<file path="src/rtl/neuron_integrator.sv">
// Per-tick neuron controller: fetch, integrate axon spikes, leak,
// hand off to threshold/reset unit, write back and emit spike events.
module neuron_integrator #(
  parameter int NUM_AXONS       = 256,
  parameter int NUM_NEURONS     = 256,
  parameter int POTENTIAL_WIDTH = 9,
  parameter int WEIGHT_WIDTH    = 9,
  parameter int NUM_WEIGHTS     = 4,
  parameter int LEAK_WIDTH      = 9
) (
  input  logic                                        clk,
  input  logic                                        rst_n,
  input  logic                                        start,
  input  logic [NUM_AXONS-1:0]                        axon_spikes,
  input  logic [NUM_AXONS*$clog2(NUM_WEIGHTS)-1:0]    axon_types,
  output logic                                        param_rd_en,
  output logic [$clog2(NUM_NEURONS)-1:0]              param_addr,
  input  logic [NUM_AXONS-1:0]                        synapses,
  input  logic [POTENTIAL_WIDTH-1:0]                  current_potential,
  input  logic [NUM_WEIGHTS*WEIGHT_WIDTH-1:0]         weights,
  input  logic [LEAK_WIDTH-1:0]                       leak,
  output logic [POTENTIAL_WIDTH-1:0]                  potential_to_tru,
  input  logic [POTENTIAL_WIDTH-1:0]                  potential_from_tru,
  input  logic                                        spike_from_tru,
  output logic                                        wr_en,
  output logic [$clog2(NUM_NEURONS)-1:0]              wr_addr,
  output logic [POTENTIAL_WIDTH-1:0]                  wr_data,
  output logic                                        spike_valid,
  output logic [$clog2(NUM_NEURONS)-1:0]              spike_neuron,
  input  logic                                        spike_ready,
  output logic                                        busy,
  output logic                                        done
);

  localparam int PW = POTENTIAL_WIDTH;
  localparam int WW = WEIGHT_WIDTH;
  localparam int LW = LEAK_WIDTH;
  localparam int SW = PW + 1;
  localparam int AW = $clog2(NUM_AXONS);
  localparam int NW = $clog2(NUM_NEURONS);
  localparam int TW = $clog2(NUM_WEIGHTS);

  localparam logic [PW-1:0] P_MAX = {1'b0, {(PW-1){1'b1}}};
  localparam logic [PW-1:0] P_MIN = {1'b1, {(PW-1){1'b0}}};
  localparam logic [AW-1:0] A_LAST = AW'(NUM_AXONS - 1);
  localparam logic [NW-1:0] N_LAST = NW'(NUM_NEURONS - 1);

  typedef enum logic [2:0] {
    IDLE, FETCH, LOAD, INTEGRATE, LEAK, FIRE, SEND, DONE
  } state_t;

  state_t state, state_nx;

  logic [NW-1:0]             n;
  logic [AW-1:0]             a;
  logic [PW-1:0]             acc;
  logic [NUM_AXONS-1:0]      spike_reg;
  logic [NUM_AXONS-1:0]      syn_reg;
  logic [NUM_WEIGHTS*WW-1:0] w_reg;
  logic [LW-1:0]             leak_reg;
  logic [NW-1:0]             spk_n;

  logic [TW-1:0] type_sel;
  logic [WW-1:0] w_sel;
  logic          hit;
  logic          n_last;

  function automatic logic [SW-1:0] ext_w(input logic [WW-1:0] v);
    return {{(SW-WW){v[WW-1]}}, v};
  endfunction

  function automatic logic [SW-1:0] ext_l(input logic [LW-1:0] v);
    return {{(SW-LW){v[LW-1]}}, v};
  endfunction

  // One guard bit detects overflow; clamp instead of wrapping.
  function automatic logic [PW-1:0] sat_add(
    input logic [PW-1:0] x,
    input logic [SW-1:0] y
  );
    logic [SW-1:0] s;
    s = {x[PW-1], x} + y;
    if (s[SW-1] != s[SW-2])
      return s[SW-1] ? P_MIN : P_MAX;
    return s[PW-1:0];
  endfunction

  assign type_sel = axon_types[int'(a)*TW +: TW];
  assign w_sel    = w_reg[int'(type_sel)*WW +: WW];
  assign hit      = spike_reg[a] & syn_reg[a];
  assign n_last   = (n == N_LAST);

  always_ff @(posedge clk) begin
    if (!rst_n) begin
      state     <= IDLE;
      n         <= '0;
      a         <= '0;
      acc       <= '0;
      spike_reg <= '0;
      syn_reg   <= '0;
      w_reg     <= '0;
      leak_reg  <= '0;
      spk_n     <= '0;
    end else begin
      state <= state_nx;
      unique case (state)
        IDLE: begin
          if (start) begin
            spike_reg <= axon_spikes;
            n         <= '0;
          end
        end
        LOAD: begin
          syn_reg  <= synapses;
          w_reg    <= weights;
          leak_reg <= leak;
          acc      <= current_potential;
          a        <= '0;
        end
        INTEGRATE: begin
          if (hit)
            acc <= sat_add(acc, ext_w(w_sel));
          a <= a + AW'(1);
        end
        LEAK: acc <= sat_add(acc, ext_l(leak_reg));
        FIRE: begin
          if (spike_from_tru)
            spk_n <= n;
          else if (!n_last)
            n <= n + NW'(1);
        end
        SEND: begin
          if (spike_ready && !n_last)
            n <= n + NW'(1);
        end
        default: ;
      endcase
    end
  end

  always_comb begin
    state_nx = state;
    unique case (state)
      IDLE:      if (start) state_nx = FETCH;
      FETCH:     state_nx = LOAD;
      LOAD:      state_nx = INTEGRATE;
      INTEGRATE: if (a == A_LAST) state_nx = LEAK;
      LEAK:      state_nx = FIRE;
      FIRE: begin
        if (spike_from_tru) state_nx = SEND;
        else if (n_last)    state_nx = DONE;
        else                state_nx = FETCH;
      end
      SEND: begin
        if (spike_ready)
          state_nx = n_last ? DONE : FETCH;
      end
      DONE:      state_nx = IDLE;
      default:   state_nx = IDLE;
    endcase
  end

  assign param_rd_en      = (state == FETCH);
  assign param_addr       = n;
  assign potential_to_tru = acc;
  assign wr_en            = (state == FIRE);
  assign wr_addr          = n;
  assign wr_data          = (state == FIRE) ? potential_from_tru : '0;
  assign spike_valid      = (state == SEND);
  assign spike_neuron     = spk_n;
  assign busy             = (state != IDLE);
  assign done             = (state == DONE);

endmodule

</file>
<file path="config.mk">
export PLATFORM = sky130hd
export DESIGN_NAME = neuron_integrator
export DESIGN_NICKNAME = d
export VERILOG_FILES = /design/src/rtl/neuron_integrator.sv
export SDC_FILE = /design/constraint.sdc
export NUM_CORES = 2
export LEC_CHECK = 0
export ABC_AREA = 1
export CAP_MARGIN = 25
export CORE_AREA = 4 4 438 440
export DETAILED_ROUTE_END_ITERATION = 8
export DIE_AREA = 0 0 442 444
export HOLD_SLACK_MARGIN = 0.1
export PLACE_DENSITY_LB_ADDON = 0.12
export RECOVER_POWER = 50
export SETUP_SLACK_MARGIN = 0.02
export SYNTH_ARGS = -nofsm -noshare
export SYNTH_HDL_FRONTEND = slang
export SYNTH_SLANG_ARGS = --single-unit
</file>
<file path="constraint.sdc">
create_clock -name clk -period 3.8 [get_ports clk]
set_input_delay 0.76 -clock clk [delete_from_list [all_inputs] [get_ports clk]]
set_output_delay 0.76 -clock clk [all_outputs]
set_load 0.01 [all_outputs]
</file>
# After elaboration in Yosys (flattened, before gate mapping)
# Index checks and enable logic that the tools add are counted.
dict set report totals {
  ff_bits 593
}
dict set report classes {
  n_shift 2
  addsub 4
  eq_ne 18
  bitwise 1
  mux 32
  magnitude_cmp 1
  reduce_logical 12
  mul 1
}
# cell n
set ops {}
lappend ops {{$shiftx 512x10->2} 1}
lappend ops {{$mux 9} 8}
lappend ops {{$shiftx 36x7->9} 1}
lappend ops {{$mux 8} 4}
lappend ops {{$pmux 9 s3} 1}
lappend ops {{$pmux 3 s8} 1}
lappend ops {{$pmux 8 s3} 1}
lappend ops {{$add 9x9->10} 2}
lappend ops {{$add 8x1->8 const B} 2}
lappend ops {{$bmux 1 s8} 2}
lappend ops {{$eq 8x8->1 const B} 2}
lappend ops {{$pmux 8 s2} 1}
lappend ops {{$mux 3} 5}
lappend ops {{$eq 3x3->1 const B} 4}
lappend ops {{$ne 2x2->1 const B} 5}
lappend ops {{$lt 8x9->1 const B} 1}
lappend ops {{$mux 1} 9}
lappend ops {{$reduce_bool 3->1} 3}
lappend ops {{$eq 3x2->1 const B} 2}
lappend ops {{$mul 2x4->6 const B} 1}
lappend ops {{$reduce_and 2->1} 3}
lappend ops {{$reduce_and 5->1} 1}
lappend ops {{$ne 2x1->1 const B} 2}
lappend ops {{$eq 3x1->1 const B} 1}
lappend ops {{other kinds (7)} 8}

# Depth between registers and ports, before layout
dict set report logic_depth {
  ltp_word 12
  depth_mapped 33
  ltp_nobuf 29
}

# Least setup slack after synthesis
# No wires, ideal clock.
dict set report synth_path {
  path_kind {reg-to-reg}
  from {reg a[1]}
  to {reg acc[0] (netlist: potential_to_tru[0])}
  path_stages_with_launch 30
  path_slack_ns -0.149
  synth_period_minus_slack_ns 3.949
  t_arrival_ns 3.885
  path_buffers 4
  setup_time_ns 0.064
  required_time_ns 3.736
  path_cell_list {dfxtp_1 -> buf_2 -> buf_2 -> clkbuf_1 -> o21ai_0 -> o22ai_1 -> nand2_1 -> nand3_1 -> nand3_1 -> nand2_1 -> nand2_1 -> nand3_1 -> nand3_1 -> buf_2 -> nand3_1 -> nand3_1 -> nand2_1 -> ha_1 -> inv_1 -> fa_1 -> o21ai_0 -> nand2_1 -> nand3_1 -> xor2_1 -> inv_1 -> a21oi_1 -> o21ai_0 -> nand3_1 -> nor2_1 -> nor2_1}
}
dict set report synth_via {
  elab_chain_len 12
  elab_cells_between_ends 21
  classes_between {1 x add/sub; 1 x mul; 2 x eq/ne; 2 x shift; 13 x mux; 1 x bitwise; 1 x reduce/logical}
}
# item line_no
set synth_lines {}
lappend synth_lines {{start, declared} 55} ;# logic [AW-1:0] a;
lappend synth_lines {{start signal, assigned} 123} ;# a <= a + AW'(1);
lappend synth_lines {{$shiftx 512x10->2} 88} ;# assign type_sel = axon_types[int'(a)*TW +: TW];
lappend synth_lines {{$mul 2x4->6} 89} ;# assign w_sel = w_reg[int'(type_sel)*WW +: WW];
lappend synth_lines {{$shiftx 36x7->9} 89}
lappend synth_lines {{$add 9x9->10} 82} ;# s = {x[PW-1], x} + y;
lappend synth_lines {{$ne 1x1->1} 83} ;# if (s[SW-1] != s[SW-2])
lappend synth_lines {{$mux 1} 83}
lappend synth_lines {{$mux 1} 121} ;# if (hit)
lappend synth_lines {{$mux 1} 106} ;# unique case (state)
lappend synth_lines {{$mux 1} 94} ;# if (!rst_n) begin
lappend synth_lines {{$mux 9} 85} ;# return s[PW-1:0];
lappend synth_lines {{$mux 9} 121}
lappend synth_lines {{$pmux 9 s3} 106}
lappend synth_lines {{end signal, assigned} 117} ;# acc <= current_potential;
lappend synth_lines {{end signal, assigned} 122} ;# acc <= sat_add(acc, ext_w(w_sel));
lappend synth_lines {{end signal, assigned} 125} ;# LEAK: acc <= sat_add(acc, ext_l(leak_reg));
lappend synth_lines {{end, declared} 56} ;# logic [PW-1:0] acc;
# Several ways; a longest one is shown, not always the timed one. The select of a mux whose other input is x is not followed.
# A chain may end at the register's enable or synchronous reset.

# Worst setup path in the final report
dict set report layout_path {
  from {reg a[0]}
  to {reg acc[2] (netlist: potential_to_tru[2])}
}
# Same word-level chain as after synthesis.

==> flow_summary.yaml <==
floorplan:
  io_pins: 1139
  core-area_sq_um: 188000
  die_h_um: 444
  die_w_um: 442
  die_area_sq_um: 196000
  start_util: 0.172
  rows: 159
routing:
  vias: 38851
  routed_wl_mm: 219
  ant_nets: 0
  first_iter_violations: 2751
  vias_per_cell: 4.46
  drt-pass1-iter-count: 6
  routedWlPerCell_um: 25.1
  drc_errors: 0
critical_path:
  cp-start-kind: "register"
  cp_slowest_stage_delay_ns: 0.48
  r2r_start: "a[0]$_SDFFE_PN0P_"
  critPathRequiredTime_ns: 4.42
  path_class: "reg -> reg"
  regToRegSetupSlack_ns: -0.58
  arrival_ns: 5.01
  cpMaxStageDelayCell: "dfxtp_4"
  end_kind: "register"
  r2r_end: "potential_to_tru[2]$_SDFFE_PN0P_"
  worstPathMaxFanout: 10
  rr_worst_depth: 30
pwr:
  ir_drop_uv: 318
  p_leak_nw: 20.4
  power_mw: 21.5
  p_per_area_nw_per_um2: 416
global_route:
  grt_max_degree: 123
  grt_use_total: 0.212
  overflow: 0
  antenna_found_initial: 63
  grt_pass1_vias: 38033
  grt_pass1_wl_mm: 302
timing:
  maxSlewHeadroom: 0.117
  maxSlewViolCount: 0
  worstMarginPinSlew_ns: 1.32
  clock_skew_ns: 0.0718
  post-route-min-period_ns: 4.38
  hold_viol_final: 0
  finalHoldWorstSlack_ns: 0.441
  fmax_ghz: 0.228
  finalSetupViolCount: 81
  min_period_over_period: 1.15
  rsz0062_at_grt: "yes"
  setup_slack_ns: -0.582
synthesis:
  synthCells: 5018
  netlist_area_sq_um: 32300
  synth_nets: 6132
  yosysSeqAreaShare: 0.367
  avgSynthCellArea_sq_um: 6.44
  ys_types: 41
  ys_warn_count: 0
  ys_seq_elements: 593
placed_design:
  hpwl_mm: 166
  gp_congestion: 0.900
  port_buffers: 1138
  dpl_cell_area_sq_um: 47900
  dp.cells: 8512
finish:
  fin_cells: 8717
  fin_util: 0.276
  final_nets: 7243
  final_common_cell: "clkdlybuf4s50_1"
  drive_gt1_frac: 0.0931
  area_growth_pct: 60.2
  finalInstanceArea_sq_um: 51800
  most-common-layout-cells: "1,105 x clkdlybuf4s50_1, 925 x nand2_1, 859 x nand3_1, 587 x dfxtp_1, 569 x o21ai_0"
clock_network:
  cts_max_path_buffers: 3
  cts_tree: "done"
  hold_buffers: 0
  cts.clk_slew.worst_paths_ns: 0.06
  htree_levels: 3
  clockRootBuffer: "clkbuf_16"
  cts_num_sinks: 593
  cts_made_buffers: 82
  clock_latency_ns: 0.73
run_status:
  status: "finished, violations left"
  violations: "setup timing"
hold_path:
  min_to: "syn_reg[70]$_SDFFE_PN0P_"
  hp-class: "reg -> reg"
  whs_path_depth: 2
  hold_start: "syn_reg[70]$_SDFFE_PN0P_"
job:
  drv_cap: 0
[repair_timing]
action | 4_1_cts | 5_1_grt
pin swaps | 57 | 17
gates resized for setup | 165 | 26
cloned | 7 | 1
setup buffers | 20 | 4
endpoints found under the setup margin | 9 | 9
[per-stage QoR]
step	TNS (ns)	setup WS, ns
final	-9.55	-0.582
after global routing	-48.49	-0.846
after CTS	-4.62	-0.575
after detailed placement	-18.73	-2.13
after global placement	-18.70	-2.13
after floorplan	0	0.0410
[cell type report]
cell class	instances	area [sq um]
Fill cell	20853	136000
Multi-Input combinational cell	3537	17400
Timing Repair Buffer	1458	14900
Sequential cell	593	11900
Tap cell	2495	3120
Clock buffer	125	2460
Inverter	457	1770
Clock inverter	18	249
Antenna cell	34	85.1
[routing by layer]
metal  track usage  vias to the layer above  wire length [um]
met5             0                        -               110
met1         0.273                    18567             96100
met4        0.0514                       16              4390
li1              -                    18987                 -
met3        0.0361                      221             10200
met2         0.367                     1060            108000
[cells in the mapped netlist (all sizes together)]
library cell	count	share of area
buf	205	0.036
a211oi	1	0.00023
o21ai	591	0.091
and3	1	0.00019
fa	2	0.0012
ha	20	0.0077
nand2	951	0.11
a31oi	4	0.00077
nor2	345	0.040
a21o	2	0.00046
xnor2	5	0.0014
nor3	13	0.0025
nor4	2	0.00039
o31ai	2	0.00046
nor3b	4	0.0011
xor2	9	0.0024
a21oi	538	0.083
o22ai	26	0.0050
o21a	1	0.00023
a221oi	2	0.00054
nand3	891	0.14
o21bai	2	0.00046
clkinv	5	0.00058
nand3b	2	0.00046
inv	452	0.053
o211ai	111	0.026
dfxtp	593	0.37
clkbuf	226	0.026
nand4	12	0.0023
[where the power goes]
part	internal (mW)	switching, mW
Combinational	2.65	3.41
Sequential	7.23	0.367
Clock	4.66	3.23
[cells by family after synthesis]
logic type,share of synthesized area
AND/OR/NAND/NOR,0.296
adder cells (fa/ha/maj),0.00898
buffers and inverters,0.116
XOR/XNOR,0.00379
flip-flops,0.367
AO/OA/AOI/OAI,0.209
[worst max path at each step]
stage / startpoint / endpoint / slack, ns
2_1_floorplan: a[0]$_SDFFE_PN0P_ / potential_to_tru[7]$_SDFFE_PN0P_ / 0.04
6_report: a[0]$_SDFFE_PN0P_ / potential_to_tru[2]$_SDFFE_PN0P_ / -0.58
3_5_place_dp: axon_types[288] / potential_to_tru[7]$_SDFFE_PN0P_ / -2.13
4_1_cts: a[0]$_SDFFE_PN0P_ / potential_to_tru[6]$_SDFFE_PN0P_ / -0.58
5_1_grt: a[0]$_SDFFE_PN0P_ / potential_to_tru[1]$_SDFFE_PN0P_ / -0.85
3_3_place_gp: axon_types[288] / potential_to_tru[0]$_SDFFE_PN0P_ / -2.13
[worst max-delay path, delay by kind of cell (launching register included)]
kind	cells	cell delay, ns
flops	1	0.48
fa+ha+maj	2	0.53
compound gates	4	0.73
xor+xnor	1	0.08
simple gates	16	1.42
buf+inv	7	1.01
Power figures use the tool's default switching activity.
